File: src/rtl/fetch_queue.sv
// Instruction-fetch stage: owns the PC, issues word requests to a variable-latency
// memory and buffers responses in a 2-entry queue. Optional macro FETCH_PERF_EN adds a push counter.
module fetch_queue #(
   parameter logic [15:0] RESET_PC    = 16'h0000,
   parameter logic [4:0]  HALT_OPCODE = 5'b00000
) (
   input  logic        clk,
   input  logic        rst,
   input  logic        redirect_en,
   input  logic [15:0] redirect_pc,
   input  logic        stall,
   output logic        imem_req,
   output logic [15:0] imem_addr,
   input  logic [15:0] imem_rdata,
   input  logic        imem_done,
   output logic [15:0] instr_out,
   output logic [15:0] pc_plus2_out,
   output logic        valid_out,
   output logic        halted,
   output logic [15:0] fetch_cnt
);

   typedef enum logic [1:0] {S_IDLE, S_WAIT, S_HALTED} state_t;

   state_t      state_q, state_d;
   logic [15:0] pc_q, pc_d;
   logic [15:0] req_addr_q, req_addr_d;
   logic        discard_q, discard_d;
   logic [1:0]  count_q, count_d;
   logic [15:0] instr_q [2];
   logic [15:0] instr_d [2];
   logic [15:0] pp2_q [2];
   logic [15:0] pp2_d [2];

   logic        pop, push, halt_hit;
   logic [1:0]  count_after;
   logic [15:0] next_addr;

   // A redirect flushes the queue, so neither a pop nor a push survives it.
   assign pop       = (count_q != 2'd0) && !stall && !redirect_en;
   assign push      = (state_q == S_WAIT) && imem_done && !discard_q && !redirect_en;
   assign halt_hit  = (imem_rdata[15:11] == HALT_OPCODE);
   assign next_addr = req_addr_q + 16'd2;

   always_comb begin
      count_after = count_q;
      if (push && !pop) begin
         count_after = count_q + 2'd1;
      end else if (pop && !push) begin
         count_after = count_q - 2'd1;
      end
   end

   always_comb begin
      count_d = count_after;
      instr_d = instr_q;
      pp2_d   = pp2_q;
      if (redirect_en) begin
         count_d = 2'd0;
      end else if (pop && !push) begin
         instr_d[0] = instr_q[1];
         pp2_d[0]   = pp2_q[1];
      end else if (push && !pop) begin
         if (count_q == 2'd0) begin
            instr_d[0] = imem_rdata;
            pp2_d[0]   = next_addr;
         end else begin
            instr_d[1] = imem_rdata;
            pp2_d[1]   = next_addr;
         end
      end else if (push && pop) begin
         // Full queue shifts the tail forward; a single entry is simply replaced.
         if (count_q == 2'd2) begin
            instr_d[0] = instr_q[1];
            pp2_d[0]   = pp2_q[1];
            instr_d[1] = imem_rdata;
            pp2_d[1]   = next_addr;
         end else begin
            instr_d[0] = imem_rdata;
            pp2_d[0]   = next_addr;
         end
      end
   end

   always_comb begin
      state_d    = state_q;
      pc_d       = pc_q;
      req_addr_d = req_addr_q;
      discard_d  = discard_q;
      case (state_q)
         S_IDLE: begin
            if (count_after < 2'd2) begin
               state_d    = S_WAIT;
               req_addr_d = pc_q;
            end
         end
         S_WAIT: begin
            if (imem_done) begin
               if (discard_q) begin
                  state_d   = S_IDLE;
                  discard_d = 1'b0;
               end else begin
                  pc_d = next_addr;
                  if (halt_hit) begin
                     state_d = S_HALTED;
                  end else if (count_after < 2'd2) begin
                     req_addr_d = next_addr;
                  end else begin
                     state_d = S_IDLE;
                  end
               end
            end
         end
         default: ;
      endcase
      // An in-flight request cannot be cancelled, so its response is marked for dropping.
      if (redirect_en) begin
         pc_d = redirect_pc;
         if ((state_q == S_WAIT) && !imem_done) begin
            state_d    = S_WAIT;
            req_addr_d = req_addr_q;
            discard_d  = 1'b1;
         end else begin
            state_d    = S_IDLE;
            req_addr_d = req_addr_q;
            discard_d  = 1'b0;
         end
      end
   end

   always_ff @(posedge clk) begin
      if (rst) begin
         state_q    <= S_IDLE;
         pc_q       <= RESET_PC;
         req_addr_q <= 16'h0000;
         discard_q  <= 1'b0;
         count_q    <= 2'd0;
         for (int i = 0; i < 2; i++) begin
            instr_q[i] <= 16'h0000;
            pp2_q[i]   <= 16'h0000;
         end
      end else begin
         state_q    <= state_d;
         pc_q       <= pc_d;
         req_addr_q <= req_addr_d;
         discard_q  <= discard_d;
         count_q    <= count_d;
         for (int i = 0; i < 2; i++) begin
            instr_q[i] <= instr_d[i];
            pp2_q[i]   <= pp2_d[i];
         end
      end
   end

   assign imem_req     = (state_q == S_WAIT);
   assign imem_addr    = imem_req ? req_addr_q : 16'h0000;
   assign valid_out    = (count_q != 2'd0);
   assign instr_out    = valid_out ? instr_q[0] : 16'h0000;
   assign pc_plus2_out = valid_out ? pp2_q[0] : 16'h0000;
   assign halted       = (state_q == S_HALTED);

`ifdef FETCH_PERF_EN
   logic [15:0] fetch_cnt_q;

   always_ff @(posedge clk) begin
      if (rst) begin
         fetch_cnt_q <= 16'h0000;
      end else if (push) begin
         fetch_cnt_q <= fetch_cnt_q + 16'd1;
      end
   end

   assign fetch_cnt = fetch_cnt_q;
`else
   assign fetch_cnt = 16'h0000;
`endif

endmodule

File: config.mk
export PLATFORM = sky130hd
export DESIGN_NAME = fetch_queue
export DESIGN_NICKNAME = d
export VERILOG_FILES = /design/src/rtl/fetch_queue.sv
export SDC_FILE = /design/constraint.sdc
export NUM_CORES = 1
export LEC_CHECK = 0
export CAP_MARGIN = 20
export CELL_PAD_IN_SITES_DETAIL_PLACEMENT = 1
export CELL_PAD_IN_SITES_GLOBAL_PLACEMENT = 2
export CORE_ASPECT_RATIO = 1.2
export CORE_MARGIN = 2
export CORE_UTILIZATION = 30
export DETAILED_ROUTE_END_ITERATION = 12
export DONT_BUFFER_PORTS = 1
export PLACE_DENSITY = 0.77
export SETUP_SLACK_MARGIN = 0.15
export SLEW_MARGIN = 0
export SYNTH_ARGS = -nofsm -noshare
export SYNTH_HDL_FRONTEND = slang
export SYNTH_SLANG_ARGS = --single-unit
File: constraint.sdc
create_clock -name clk -period 7.3 [get_ports clk]
set_input_delay 0.73 -clock clk [delete_from_list [all_inputs] [get_ports clk]]
set_output_delay 0.73 -clock clk [all_outputs]
set_load 0.05 [all_outputs]
Word-level counts from Yosys, hierarchy flattened
Index checks and enable logic that the tools add are counted.
- add/sub/neg operators: 3
- magnitude comparators: 1
- equality and inequality tests: 14
- mux-type cells: 41
- bitwise operators: 2
- reductions and logical operators: 33
- operator list (kind ; number):
    two-way mux 16 bit ; 22
    two-way mux 32 bit ; 4
    case mux 16 bit (2 select lines) ; 1
    adder 16 x 2 -> 16 bit, second input constant ; 1
    two-way mux 2 bit ; 8
    nonzero test 2 bit ; 6
    inequality test 2 bit, second input constant ; 5
    logical AND 1 bit ; 9
    AND reduction 7 bit ; 1
    logical NOT 1 bit ; 6
    AND reduction 3 bit ; 2
    nonzero test 3 bit ; 2
    logical NOT 5 bit ; 1
    two-way mux 1 bit ; 5
    inequality test 5 bit, second input constant ; 1
    AND reduction 5 bit ; 1
    equality test 2 bit, second input constant ; 2
    logical NOT 2 bit ; 2
    inequality test 2 x 1 -> 1 bit, second input constant ; 2
    case mux 2 bit (2 select lines) ; 1
    AND reduction 4 bit ; 1
    inequality test 3 x 1 -> 1 bit, second input constant ; 1
    inequality test 3 x 2 -> 1 bit, second input constant ; 1
    inequality test 3 bit, second input constant ; 1
    other kinds (7) ; 8
- register bits after elaboration: 101
- bits of input ports: 37

Depth between registers and ports, before layout
Gate-level depths: netlist (run 1).
- depth in word-level cells: 15
- depth in mapped cells: 12
- mapped depth without buffers: 9

Worst setup path after synthesis (run 1)
OpenSTA, ideal clock, no wires.
- kind: in2reg
- start: input port redirect_en
- end: register req_addr_q[14]
- setup time: 135 ps
- arrival: 2681 ps
- data required time: 7165 ps
- setup slack: 4484 ps
- cell stages on the path: 8
- buffers on the path: 2
- cells stage by stage: clkbuf_1 or3_1 ha_1 a211o_1 or3_1 clkbuf_1 o211ai_1 o221ai_1
- longest elaborated chain between the ends: 9
- elaborated cells between the ends (all ways): 14
- RTL lines (what ; line ; text):
    start, declared ; 9 ; input logic redirect_en,
    logical NOT 1 bit ; 40, 41 ;
    logical AND 1 bit ; 41 ; assign push = (state_q == S_WAIT) && imem_done && !discard_q && !redirect_en;
    logical NOT 1 bit ; 49 ; end else if (pop && !push) begin
    logical AND 1 bit ; 49 ;
    two-way mux 2 bit ; 49 ;
    two-way mux 2 bit ; 47 ; if (push && !pop) begin
    less-than comparator 2 bit ; 92, 106 ;
    inequality test 2 bit (no source line) or inequality test 2 x 1 -> 1 bit (tied branches) ; n/a ;
    AND reduction 7 bit (no source line) (*) ; n/a ;
    end signal, assigned ; 145 ; req_addr_q <= req_addr_d;
    end, declared ; 27 ; logic [15:0] req_addr_q, req_addr_d;
Every way passes the cells marked *; elsewhere a longest branch is shown, timed or not.
A chain may end at the register's enable or synchronous reset.

Final worst setup path (run 1)
- start: register state_q[0]
- end: register req_addr_q[10]
- longest elaborated chain between the ends: 11
- elaborated cells between the ends (all ways): 19
- RTL lines (what ; line ; text):
    start, declared ; 25 ; state_t state_q, state_d;
    start signal, assigned ; 143 ; state_q <= state_d;
    equality test 2 x 1 -> 1 bit ; 41, 90 ;
    logical AND 1 bit (3 in series) ; 41 ;
    logical NOT 1 bit ; 49 ;
    logical AND 1 bit ; 49 ;
    two-way mux 2 bit ; 49 ;
    two-way mux 2 bit ; 47 ;
    less-than comparator 2 bit ; 92, 106 ;
    inequality test 2 bit (no source line) or inequality test 2 x 1 -> 1 bit (tied branches) ; n/a ;
    AND reduction 7 bit (no source line) ; n/a ;
Several ways; a longest one is shown, not always the timed one.

==> reports/summary.md, run 1 <==
In the final design database the tool counted 685 nets. The critical path depth came out at 8. The tools report the reg-to-reg critical path startpoint as state_q[0].

The number of cell instances on the worst register-to-register path is 8. The DRC violation total after the first TritonRoute iteration was 247. The run gives 0 ps as the summed negative setup slack over all endpoints. The startpoint identified for the worst hold timing path is rst. The cell row count was 53; the number of cells traversed by the worst hold path was 1. The worst setup path is captured at a register. The count of placed standard cells including taps was 847.

At the worst endpoint, the required time is 7550 ps. After detailed placement, the total cell area comes to 5380 um^2. Once detailed placement completed, the half-perimeter wirelength came to 12000 um. Largest net degree at the start of global routing: 81. Counting flops with a built-in enable in the synthesized netlist gives 0. The number of vias after detailed routing is 4735, and the post-synthesis cell area is 5340 um^2. Setup slack on the worst reg-to-reg path comes out at 3160 ps. Setup repair after global routing left no endpoint under its margin. TritonCTS built the clock tree. The area overhead of the layout relative to synthesis is 7.33%, and the clock insertion delay at the later pin of the skew report is 350 ps. Primary flip-flop cell chosen by synthesis mapping: sky130_fd_sc_hd__dfxtp_1. The tools report the sink count of the clock tree as 101.

For the global-route wire length before repair, the log shows 26900 um. The core region is 17500 um^2. Post-CTS setup-driven buffer insertion count: 0.

Via count of the first global-routing pass: 4899. The worst-case clock skew is 7.01 ps, and the share of the core filled with cells in the final layout is 32.8%. In this run the worst hold path is classified as in2reg. Total of fill cells in the finished design: 2132. The detail-routed via count per cell was 5.47; the number of placed I/O pins was 104.

The time the worst path needs with I/O delays and setup was 4140 ps; the antenna violation net count after detailed routing was 0. The number of hold violations in the final report was 0; the count of cells resized by post-cts repair was 0. The first TritonRoute pass finished after 4 iterations. The tools report the critical path data arrival time as 4390 ps. For the maximum buffer depth of the clock tree, the log shows 2. The initial antenna violation count came out at 1.

The run finished with clean final reports. Synthesis produced a netlist whose cell count is 678. The run gives 866 as the count of placed standard cells in the final layout, fillers left out. Headroom to the max-slew limit came out at 32.0%.

The number of design rule violations left after detail routing was 0. The average wire length per cell after detail routing came out at 19.6 um. In this run the critical register-to-register path is captured at req_addr_q[10]. Placer's final routability congestion estimate: 0.838. After layout, the worst path uses 56.7% of the clock period.

For this design the static power due to leakage is 1.88 nW. For this run, the top clock speed supported by timing is 242 MHz. Sequential cells were found to cover 37.8% of the synthesized design area. The count of port buffers added during placement works out to 0. Among all stages on the critical path, the largest delay is contributed by sky130_fd_sc_hd__nor3_2. Cells with a size suffix above 1 make up 6.36% of the layout. Synthesis instantiated 63 different standard cells from the library. After routing the design area is 5730 um^2. In the synthesized netlist the async set-or-reset flop fraction comes to 0%. The average instance in the mapped netlist occupies 7.88 um^2. The floorplan step defined a die boundary enclosing 18900 um^2. Kind of cell adding the most delay to the critical path: simple AND/OR/NAND/NOR gates.

The die is 126 um wide. For this configuration, the core starts out at a cell density of 30.5%. For hold timing, the worst endpoint is pc_q[9]. Critical setup path kind: reg2reg. The total clock buffers created by CTS was 9. The depth of the CTS H-tree came out at 3.

The count of endpoints failing setup in the final report came out at 0. The maximum fanout count along the critical path came out at 15. The number of synthesized register bits came out at 101. The signal on the critical path passes through nand4bb_1 > nor2_1 > inv_1 > ha_1 > nor3b_1 > nor3_2 > nand2_1 > o31ai_1. The height of the die works out to 150 um. For the pin with the worst max-slew slack, the measured transition is 1010 ps. The worst vdd rail ir drop came out at 0.000121 V. The largest single stage delay on the critical path is 850 ps. Across the run, the number of max-cap violations was 0. In the global route stage, overall resource usage came out at 18.0%. The number of buffer and inverter stages on the critical path works out to 1. The root buffer cell is sky130_fd_sc_hd__clkbuf_16. The worst setup path is launched from a register.

The routed design has 17000 um of wire. Number of pins exceeding their max-slew limit in the final report: 0. Clock-pin slew was measured on the worst setup and hold paths at 70 ps.

The number of hold buffers added after CTS was 0. Power spread over the standard cell area amounts to 202 nW/um^2. During synthesis, Yosys emitted a total of 0 warnings. The sum of overflow across all layers after global routing came out at 0.
-- how the worst max path moves through the flow --
| stage | startpoint | to |
|---|---|---|
| after detailed placement | imem_done | req_addr_q[10] |
| after CTS | state_q[0] | req_addr_q[10] |
| final | state_q[0] | req_addr_q[10] |
| after global placement | imem_done | req_addr_q[10] |
| after floorplan | redirect_en | req_addr_q[14] |
| after global routing | state_q[0] | req_addr_q[10] |
-- layout by cell type (no fill, tap or decap), types with 4 or more instances in the layout --
cell type,Yosys,routed
sky130_fd_sc_hd__nor4_2,5,5
sky130_fd_sc_hd__nand3_1,15,15
sky130_fd_sc_hd__a31oi_1,4,4
sky130_fd_sc_hd__o31ai_1,6,6
sky130_fd_sc_hd__a311oi_1,23,23
sky130_fd_sc_hd__xnor2_1,7,7
sky130_fd_sc_hd__o211ai_1,12,12
sky130_fd_sc_hd__clkbuf_16,0,9
sky130_fd_sc_hd__a21oi_1,46,46
sky130_fd_sc_hd__o22ai_1,4,4
sky130_fd_sc_hd__and3_1,9,9
sky130_fd_sc_hd__dfxtp_1,101,101
sky130_fd_sc_hd__ha_1,7,7
sky130_fd_sc_hd__o32ai_1,6,6
sky130_fd_sc_hd__conb_1,1,16
sky130_fd_sc_hd__o21ai_0,25,25
sky130_fd_sc_hd__nand2b_1,10,10
sky130_fd_sc_hd__mux2i_1,7,7
sky130_fd_sc_hd__inv_1,14,14
sky130_fd_sc_hd__and2_1,13,12
sky130_fd_sc_hd__nand2_1,106,106
sky130_fd_sc_hd__buf_4,17,6
sky130_fd_sc_hd__nor3_1,33,33
sky130_fd_sc_hd__nor2b_1,35,35
sky130_fd_sc_hd__nor2_1,54,54
-- metrics by stage --
step	hold slack (ps)	setup WS [ps]	power, W
after floorplan	427	4480	0.000698
after global placement	436	3270	0.000706
after detailed placement	443	3010	0.000710
after CTS	429	3170	0.00117
after global routing	439	2780	0.00121
final	445	3160	0.00116
-- worst reg2reg max path: cells and delay by family (launching register included) --
family | cells | cell delay (ps)
AND/OR/NAND/NOR | 5 | 2630
flip-flops | 1 | 500
AO/OA/AOI/OAI | 1 | 380
adder cells (fa/ha/maj) | 1 | 360
buffers and inverters | 1 | 170
-- synth_stat cells, types with 13 or more instances --
cell type                  instances  share of area, %
sky130_fd_sc_hd__nand3_1          15               1.4
sky130_fd_sc_hd__nor2b_1          35               4.1
sky130_fd_sc_hd__inv_1            14              0.98
sky130_fd_sc_hd__nand2_1         106               7.4
sky130_fd_sc_hd__buf_2            15               1.4
sky130_fd_sc_hd__nor3_1           33               3.1
sky130_fd_sc_hd__o21ai_0          25               2.3
sky130_fd_sc_hd__nor2_1           54               3.8
sky130_fd_sc_hd__dfxtp_1         101                38
sky130_fd_sc_hd__a21oi_1          46               4.3
sky130_fd_sc_hd__and2_1           13               1.5
sky130_fd_sc_hd__buf_4            17               2.4
sky130_fd_sc_hd__a311oi_1         23               3.8
sky130_fd_sc_hd__clkbuf_1         38               2.7
-- metal layers --
metal / vias to the layer above / global-route usage (%) / wire length, um
li1: 2292 / - / -
met2: 113 / 30.4 / 8300
met3: 30 / 3.34 / 716
met4: 0 / 9.51 / 531
met5: - / 0 / 0
met1: 2300 / 21.8 / 7450
-- sequential cells by signal, summed over array words and instances (netlist names) --
register	cells
discard_q	1
req_addr_q	16
pp2_q	32
pc_q	16
state_q	2
count_q	2
instr_q	32
-- where the power goes --
group,internal [W],switching [W]
clock,0.000239,0.000216
combinational,0.0000353,0.0000829
sequential,0.000566,0.0000182
total,0.000840,0.000317
-- kinds of logic after synthesis --
logic type	count (synthesis)	synth area share [%]
DFF	101	37.8
adders and majority gates	7	1.64
muxes	7	1.31
and+or+nand+nor	301	29.0
AOI/OAI and AO/OA	165	21.2
xor gates and xnor gates	7	1.15
buffers and inverters	89	7.80
other	1	0.0702
-- layout make-up --
| type | count | area (um^2) | share of cell area [%] |
|---|---|---|---|
| multi-input combinational | 503 | 2970 | 51.9 |
| tap | 220 | 275 | 4.80 |
| antenna | 1 | 2.50 | 0.0436 |
| inverter | 17 | 63.8 | 1.11 |
| sequential | 101 | 2020 | 35.3 |
| clock inverter | 3 | 22.5 | 0.393 |
| clock buffer | 12 | 246 | 4.30 |
| timing repair buffer | 9 | 128 | 2.23 |
(Power assumes the default switching activity.)
==> run 2, diff against run 1 <==
==> constraint.sdc (replaced) <==
create_clock -name clk -period 4.2 [get_ports clk]
set_input_delay 0.42 -clock clk [delete_from_list [all_inputs] [get_ports clk]]
set_output_delay 0.42 -clock clk [all_outputs]
set_load 0.05 [all_outputs]
==> run 2 against run 1 <==
Compared with the run above:
- final cell count increased by 0.46%
- core utilization increased by 0.37 points
- critical path depth unchanged
- worst setup slack got worse by 2100 ps
- register-to-register slack got worse by 2100 ps
- wire length about the same
- sequential share of layout area decreased by 0.40 points
- sequential power increased by 75%
- flip-flop and latch count unchanged
- critical endpoint is now pp2_q[21]
- largest power group unchanged
- highest routed layer unchanged
==> reports/summary.md, run 2 (same netlist as run 1, synthesis figures left out) <==
The summed negative setup slack over all endpoints is 0 ps, and the via count of the first global-routing pass is 4764. In the final layout, the multi-input gates occupy 2970 um^2. The number of cells traversed by the worst hold path is 1, and the highest achievable clock rate is 315 MHz. Setup violations remaining at the end of the flow were counted as 0. Count of port buffers added during placement: 0. At the worst endpoint, the arrival time is 3430 ps.

The most common library cell in the layout ignoring fill and taps is sky130_fd_sc_hd__nand2_1. TritonCTS built the clock tree. In the routed design, unresolved DRC markers number 0. In this run, post-CTS hold repair placed 0 buffers.

The critical setup path kind is reg2reg. The logs give 0.000179 V for the worst vdd rail ir drop and 0 for the antenna violation net count after detailed routing. The time the worst path needs with I/O delays and setup is 3180 ps, and the number of vias after detailed routing is 4815.

Global routing consumed, over all layers together, 17.4% of the routing resources. The most numerous cell on the critical path was sky130_fd_sc_hd__nor2_1. The total clock buffers created by CTS is 9.

The height of the die is 150 um. The first global-routing pass estimated 26100 um of wire. Among cell families on the critical path, the largest total delay comes from simple AND/OR/NAND/NOR gates. The number of buffer and inverter stages on the critical path was 1; the worst-case clock skew was 7.94 ps. Internal power: 0.00158 W.

The min-delay analysis places its worst path in the category in2reg. In this run, the combinational gates consume 9.5% of the power. The finished cells cover 5800 um^2. For this configuration, the core starts out at a cell density of 30.5%.

For this run, the number of standard cells in the final layout without fillers is 870. Across the run, the number of max-cap violations was 0. The clock insertion delay at the later pin of the skew report is 350 ps. For this run, the detailed router's first-pass iteration total came to 4. Walking the worst path, the cells encountered are nand4bb_1 > nor2_1 > inv_1 > ha_1 > nor2_1 > and2_2 > nand2_1 > o32ai_1. In the layout the commonest cells are sky130_fd_sc_hd__nand2_1, sky130_fd_sc_hd__dfxtp_1, sky130_fd_sc_hd__nor2_1, sky130_fd_sc_hd__a21oi_1, sky130_fd_sc_hd__nor2b_1. The reported leakage power was 1.94 nW; the average wire length per cell after detail routing was 19.6 um.

After floorplanning, the core was divided into 53 placement rows. For the placed wire-length estimate, the log shows 12100 um. In the final design database the tool counted 688 nets. Post-CTS timing repair inserted 0 buffers for setup.

The data required time of the worst path is 4450 ps, and the power density relative to cell area is 372 nW/um^2. The pin slew with the least headroom to its limit is 1060 ps. The logs give 101 for the sink count of the clock tree and 0 for the number of hold violations in the final report.

The number of pins exceeding their max-slew limit in the final report came out at 0. The total area of sequential cells is 2020 um^2. The H-tree was split into 3 levels. The worst register-to-register path begins at state_q[0].

Of the total power, registers draw 47.0%. Measured in cells, the most critical reg-to-reg path has a length of 8. The placeable core region was 17500 um^2. The worst setup path is captured at a register. In this run the horizontal extent of the chip is 126 um. Hold-critical path endpoint: pc_q[13]. The delay of the slowest cell on the worst path came out at 850 ps. The DRC violation total after the first TritonRoute iteration is 259. The placer's final routability congestion estimate was 0.805; the normalized max-slew margin was 29.4%. Compared with the post-synthesis result, the final layout area differs by 8.55%. Clock tree synthesis selected as its root buffer the cell sky130_fd_sc_hd__clkbuf_16. The longest clock path from root to sink contains 2 buffers.

Maximum fanout count along the critical path: 50. The die covers 18900 um^2. The final critical path takes up 75.7% of the cycle.

In this run the most critical hold path is launched from rst. STA classifies the critical path startpoint as a register. The slowest stage of the critical path is the sky130_fd_sc_hd__and2_2 cell. In the final layout, the share of cells above drive strength 1 is 7.24%. After clock tree synthesis, the clock-pin slew on the worst setup and hold paths is 70 ps.

The run gives 1 as the initial antenna violation count. After filler insertion, the fill cell instance count of the layout stands at 2119. Summed over all layers, the global routing overflow is 0.

After detailed routing, the total wire length is 17000 um. Hold timing on the final database bottoms out at a slack of 128 ps. After detailed placement, the total cell area comes to 5440 um^2. For the count of cells resized by post-cts repair, the log shows 0.

The largest net degree at the start of global routing was 81. The largest registers in the layout are instr_q: 32 flops, pp2_q: 32 flops. The worst setup slack for register-to-register paths was 1020 ps. The run finished with clean final reports.

The total net switching power is 0.000582 W. The tools report the endpoint of the lowest-slack register-to-register path as pp2_q[21]. Setup repair after global routing left no endpoint under its margin. In this run switching power makes up 26.9% of total power. The detail-routed via count per cell is 5.53. Per report_power, the clock group accounts for 43.5% of the total. Including well taps, the total number of placed cells is 852.

During I/O placement, the number of pins put on the boundary was 104.
==> run 2: cell count changes in the layout (fill, tap and decap cells not counted) <==
| cell | before | now |
|---|---|---|
| sky130_fd_sc_hd__inv_8 | 0 | 1 |
| sky130_fd_sc_hd__buf_4 | 6 | 10 |
| sky130_fd_sc_hd__clkinv_4 | 0 | 2 |
| sky130_fd_sc_hd__inv_6 | 0 | 2 |
| sky130_fd_sc_hd__bufinv_16 | 0 | 2 |
| sky130_fd_sc_hd__buf_16 | 3 | 2 |
| sky130_fd_sc_hd__clkbuf_8 | 1 | 0 |
| sky130_fd_sc_hd__clkbuf_1 | 2 | 0 |
| sky130_fd_sc_hd__clkinvlp_4 | 3 | 0 |
==> run 2: per-stage QoR <==
step	util (%)	power (W)	worst slack, ps
6_report	33.1	0.00216	1020
3_5_place_dp	31.1	0.00124	1070
2_1_floorplan	-	0.00121	1650
5_1_grt	33.1	0.00223	783
4_1_cts	33.0	0.00217	1030
3_3_place_gp	30.9	0.00123	1270
==> run 2: area by class of cell <==
type / instances / area share (%)
Multi-Input combinational cell: 503 / 51.3
Sequential cell: 101 / 34.9
Tap cell: 220 / 4.75
Clock buffer: 9 / 3.88
Timing Repair Buffer: 12 / 2.24
Clock inverter: 7 / 1.83
Inverter: 17 / 1.10
Antenna cell: 1 / 0.0431
==> run 2: power groups by stage <==
| stage | logic [W] | clock network (W) | registers, W |
|---|---|---|---|
| floorplan | 0.000191 | 0 | 0.00102 |
| global placement | 0.000196 | 0 | 0.00104 |
| detailed placement | 0.000201 | 0 | 0.00104 |
| CTS | 0.000202 | 0.000957 | 0.00101 |
| global route | 0.000222 | 0.000991 | 0.00102 |
| finish | 0.000205 | 0.000939 | 0.00102 |
==> run 2: how the worst max path moves through the flow <==
stage               cells after the start  startpoint        endpoint  slack [ps]
floorplan                               9  count_q[0]  req_addr_q[14]        1650
global placement                        8  count_q[0]        pp2_q[6]        1270
detailed placement                      8  state_q[0]       pp2_q[21]        1070
CTS                                     8  state_q[0]       pp2_q[21]        1030
global route                            8  state_q[0]       pp2_q[21]         780
finish                                  8  state_q[0]       pp2_q[21]        1020
==> run 2: per-layer routing <==
metal	wire [um]	up-vias	part of all wire, %	track usage, %
met1	7250	2385	43	20.1
met5	0	-	0	0
li1	-	2297	-	-
met3	828	21	4.9	3.27
met4	303	0	1.8	6.04
met2	8630	112	51	32.3
==> run 3, diff against run 2 <==
--- a/config.mk
+++ b/config.mk
@@ -13,7 +13,7 @@
 export CORE_UTILIZATION = 30
 export DETAILED_ROUTE_END_ITERATION = 12
 export DONT_BUFFER_PORTS = 1
-export PLACE_DENSITY = 0.77
+export PLACE_DENSITY = 0.8
 export SETUP_SLACK_MARGIN = 0.15
 export SLEW_MARGIN = 0
 export SYNTH_ARGS = -nofsm -noshare
==> constraint.sdc (replaced) <==
create_clock -name clk -period 2.85 [get_ports clk]
set_input_delay 0.285 -clock clk [delete_from_list [all_inputs] [get_ports clk]]
set_output_delay 0.285 -clock clk [all_outputs]
set_load 0.05 [all_outputs]
==> run 3 against run 2 <==
Compared with the run above:
- global-route usage is 1.6 points higher
- final cell count is 7.4% higher
- worst setup slack got worse by 720 ps
- critical path depth stayed put
- non-clock buffer count grew 65
- combinational power increased by 81%
- clock-buffer cell count grew 1
- clock skew grew 2.8 ps
- sequential share of layout area shrank 3.7 points
- sequential power up 46%
- critical path type unchanged
- highest routed layer unchanged
==> reports/summary.md, run 3 (same netlist as run 1, synthesis figures left out) <==
The H-tree was split into 3 levels. The design draws 0.00316 W. TritonCTS built the clock tree. The largest registers in the layout are instr_q: 32 flops, pp2_q: 32 flops. Placed cell area: 6070 um^2. The run gives 5201 as the via count of the first global-routing pass. After detailed placement, the design holds a cell count of 913. The reported leakage power is 2.32 nW, and the finished layout cell area is 6490 um^2.

For this run, design rule violations remaining after detail routing come to 0. For this design, the slowest cell found on the critical path is sky130_fd_sc_hd__or3_4. STA puts the critical path data arrival time at 2770 ps. Clock tree synthesis selected as its root buffer the cell sky130_fd_sc_hd__clkbuf_16. The worst setup path is captured at a register. The run gives 104 as the number of placed I/O pins. The top cell types in the final layout, fill and taps aside, are sky130_fd_sc_hd__nand2_1, sky130_fd_sc_hd__dfxtp_1, sky130_fd_sc_hd__nor2_1, sky130_fd_sc_hd__buf_4, sky130_fd_sc_hd__a21oi_1.

The first global-routing pass estimated 28200 um of wire. From left edge to right edge, the die measures 126 um. The HPWL after detailed placement is 12600 um. The flow ran to the end, and the final reports show no timing, DRC or antenna violations. The run gives 0 as the number of hold violations in the final report. The run gives 0 as the sum of overflow across all layers after global routing.

The logs give 0.000280 V for the worst vdd rail ir drop and 18900 um^2 for the total die area. On the worst path, the slowest cell contributes a delay of 430 ps. The number of pins exceeding their max-slew limit in the final report came out at 0. After detailed routing, the number of vias per cell comes to 5.43.

The area overhead of the layout relative to synthesis was 21.5%; the DRC violation total after the first TritonRoute iteration was 309. The total area inside the core boundary comes to 17500 um^2. The maximum buffer depth of the clock tree is 2. At the later pin of the worst-skew pair, clock insertion delay measures 360 ps.

The worst setup path is launched from a register. After clock tree synthesis, the clock-pin slew on the worst setup and hold paths is 70 ps. After floorplanning, the core was divided into 53 placement rows. The pin slew with the least headroom to its limit was 707 ps; the worst-case clock skew was 10.7 ps. The floorplan step set the die height to 150 um. Summed over all layers, the routed wires come to 18000 um.

For this block, the via count after detailed routing is 5068. The count of placed standard cells in the final layout, fillers left out was 934. The antenna violation net count after detailed routing is 0, and the number of detailed-routing iterations run before antenna repair is 4.

The library cell used most frequently in the layout, excluding fill and tap cells, is sky130_fd_sc_hd__nand2_1. STA puts the critical path data required time at 3070 ps. At the end of routability-driven placement, the weighted congestion stood at 0.893. After detailed routing, the average wire length per cell comes to 19.2 um. Cells with a size suffix above 1 make up 16.1% of the layout.

Max-cap violations in this run came to 0. The repair_antennas step left the layout with diodes totalling 0. The signal on the critical path passes through inv_1 > ha_1 > or3_4 > ha_2 > a211o_1 > or3_4 > o211ai_1 > o221ai_1. Setup repair after global routing left no endpoint under its margin.

The initial utilization of the core area, before any placement, comes to 30.5%. Global routing used 19.1% of the available tracks across all layers. Most numerous cell on the critical path: sky130_fd_sc_hd__or3_4.

The initial antenna violation count came out at 0. Adding up every negative setup slack in the final design gives 0 ps. Count of port buffers added during placement: 0.

The min-delay analysis places its worst path in the category in2reg. The number of nets in the final layout was 753. Sink count of the clock tree: 101.

Entering global routing, the biggest net connects 40 pins. The time the worst path needs with I/O delays and setup is 2540 ps. The cell family contributing the most delay on the critical path is simple AND/OR/NAND/NOR gates.

The number of buffer and inverter stages on the critical path was 1; the count of endpoints failing setup in the final report was 0. The tools report the share of the core filled with cells in the final layout as 37.1%. Clock tree synthesis inserted a total of 9 buffers.

Of all nets on the critical path, the largest fanout is 12. The worst path uses 89.2% of the clock period. The setup path with the least slack is of type reg2reg. Timing would allow up to 393 MHz.

Headroom to the max-slew limit came out at 52.8%. The power density relative to cell area is 487 nW/um^2.
run 3: cell types whose count changed in the layout (fill, tap and decap cells not counted), moves of 2 or more:
cell                     previous run  this run
sky130_fd_sc_hd__buf_4             10        54
sky130_fd_sc_hd__buf_12             0        18
sky130_fd_sc_hd__buf_16             2         0
sky130_fd_sc_hd__buf_6              0         2
sky130_fd_sc_hd__buf_8              0         2
sky130_fd_sc_hd__ha_1               7         5
sky130_fd_sc_hd__ha_2               0         2
sky130_fd_sc_hd__or3_1              3         1
sky130_fd_sc_hd__or3_4              1         3
run 3: area by class of cell:
type | instances | area, um^2
fill | 2085 | 11000
timing repair buffer | 77 | 828
inverter | 17 | 63.8
multi-input combinational | 503 | 3000
clock inverter | 6 | 76.3
tap | 220 | 275
sequential | 101 | 2020
clock buffer | 10 | 229
run 3: final timing paths:
check / start / end / slack, ps / cells past startpoint
worst max-delay path: count_q[0] / req_addr_q[14] / 310 / 8
worst min-delay path: rst / pc_q[10] / 20 / 1
worst max register to register: count_q[0] / req_addr_q[14] / 310 / 8
worst min register to register: instr_q[15] / instr_q[15] / 460 / 2
run 3: where the power goes:
| group | switching [W] | leakage (nW) | internal (W) |
|---|---|---|---|
| clock | 0.000598 | 0.150 | 0.000700 |
| combinational | 0.000249 | 1.35 | 0.000122 |
| sequential | 0.0000415 | 0.820 | 0.00145 |
| total | 0.000888 | 2.32 | 0.00227 |
run 3: layer usage:
layer | vias up | part of all wire, % | track usage [%]
met5 | - | 0 | 0
met4 | 0 | 1.8 | 6.70
met3 | 23 | 4.7 | 4.19
met2 | 127 | 51 | 34.2
met1 | 2496 | 42 | 22.4
li1 | 2422 | - | -
run 3: timing repair:
item / in CTS / in global routing
setup buffers: 0 / 2
hold buffers: 3 / 0
resized for setup: 1 / 10
endpoints found under the hold margin: 32 / 0
endpoints found under the setup margin: 7 / 61
run 3: metrics by stage:
| step | hold WS (ps) | setup WS, ps |
|---|---|---|
| 6_report | 16.5 | 307 |
| 3_5_place_dp | 367 | 96.9 |
| 4_1_cts | 1.64 | 154 |
| 2_1_floorplan | 421 | 302 |
| 5_1_grt | 1.20 | 190 |
| 3_3_place_gp | 364 | 162 |
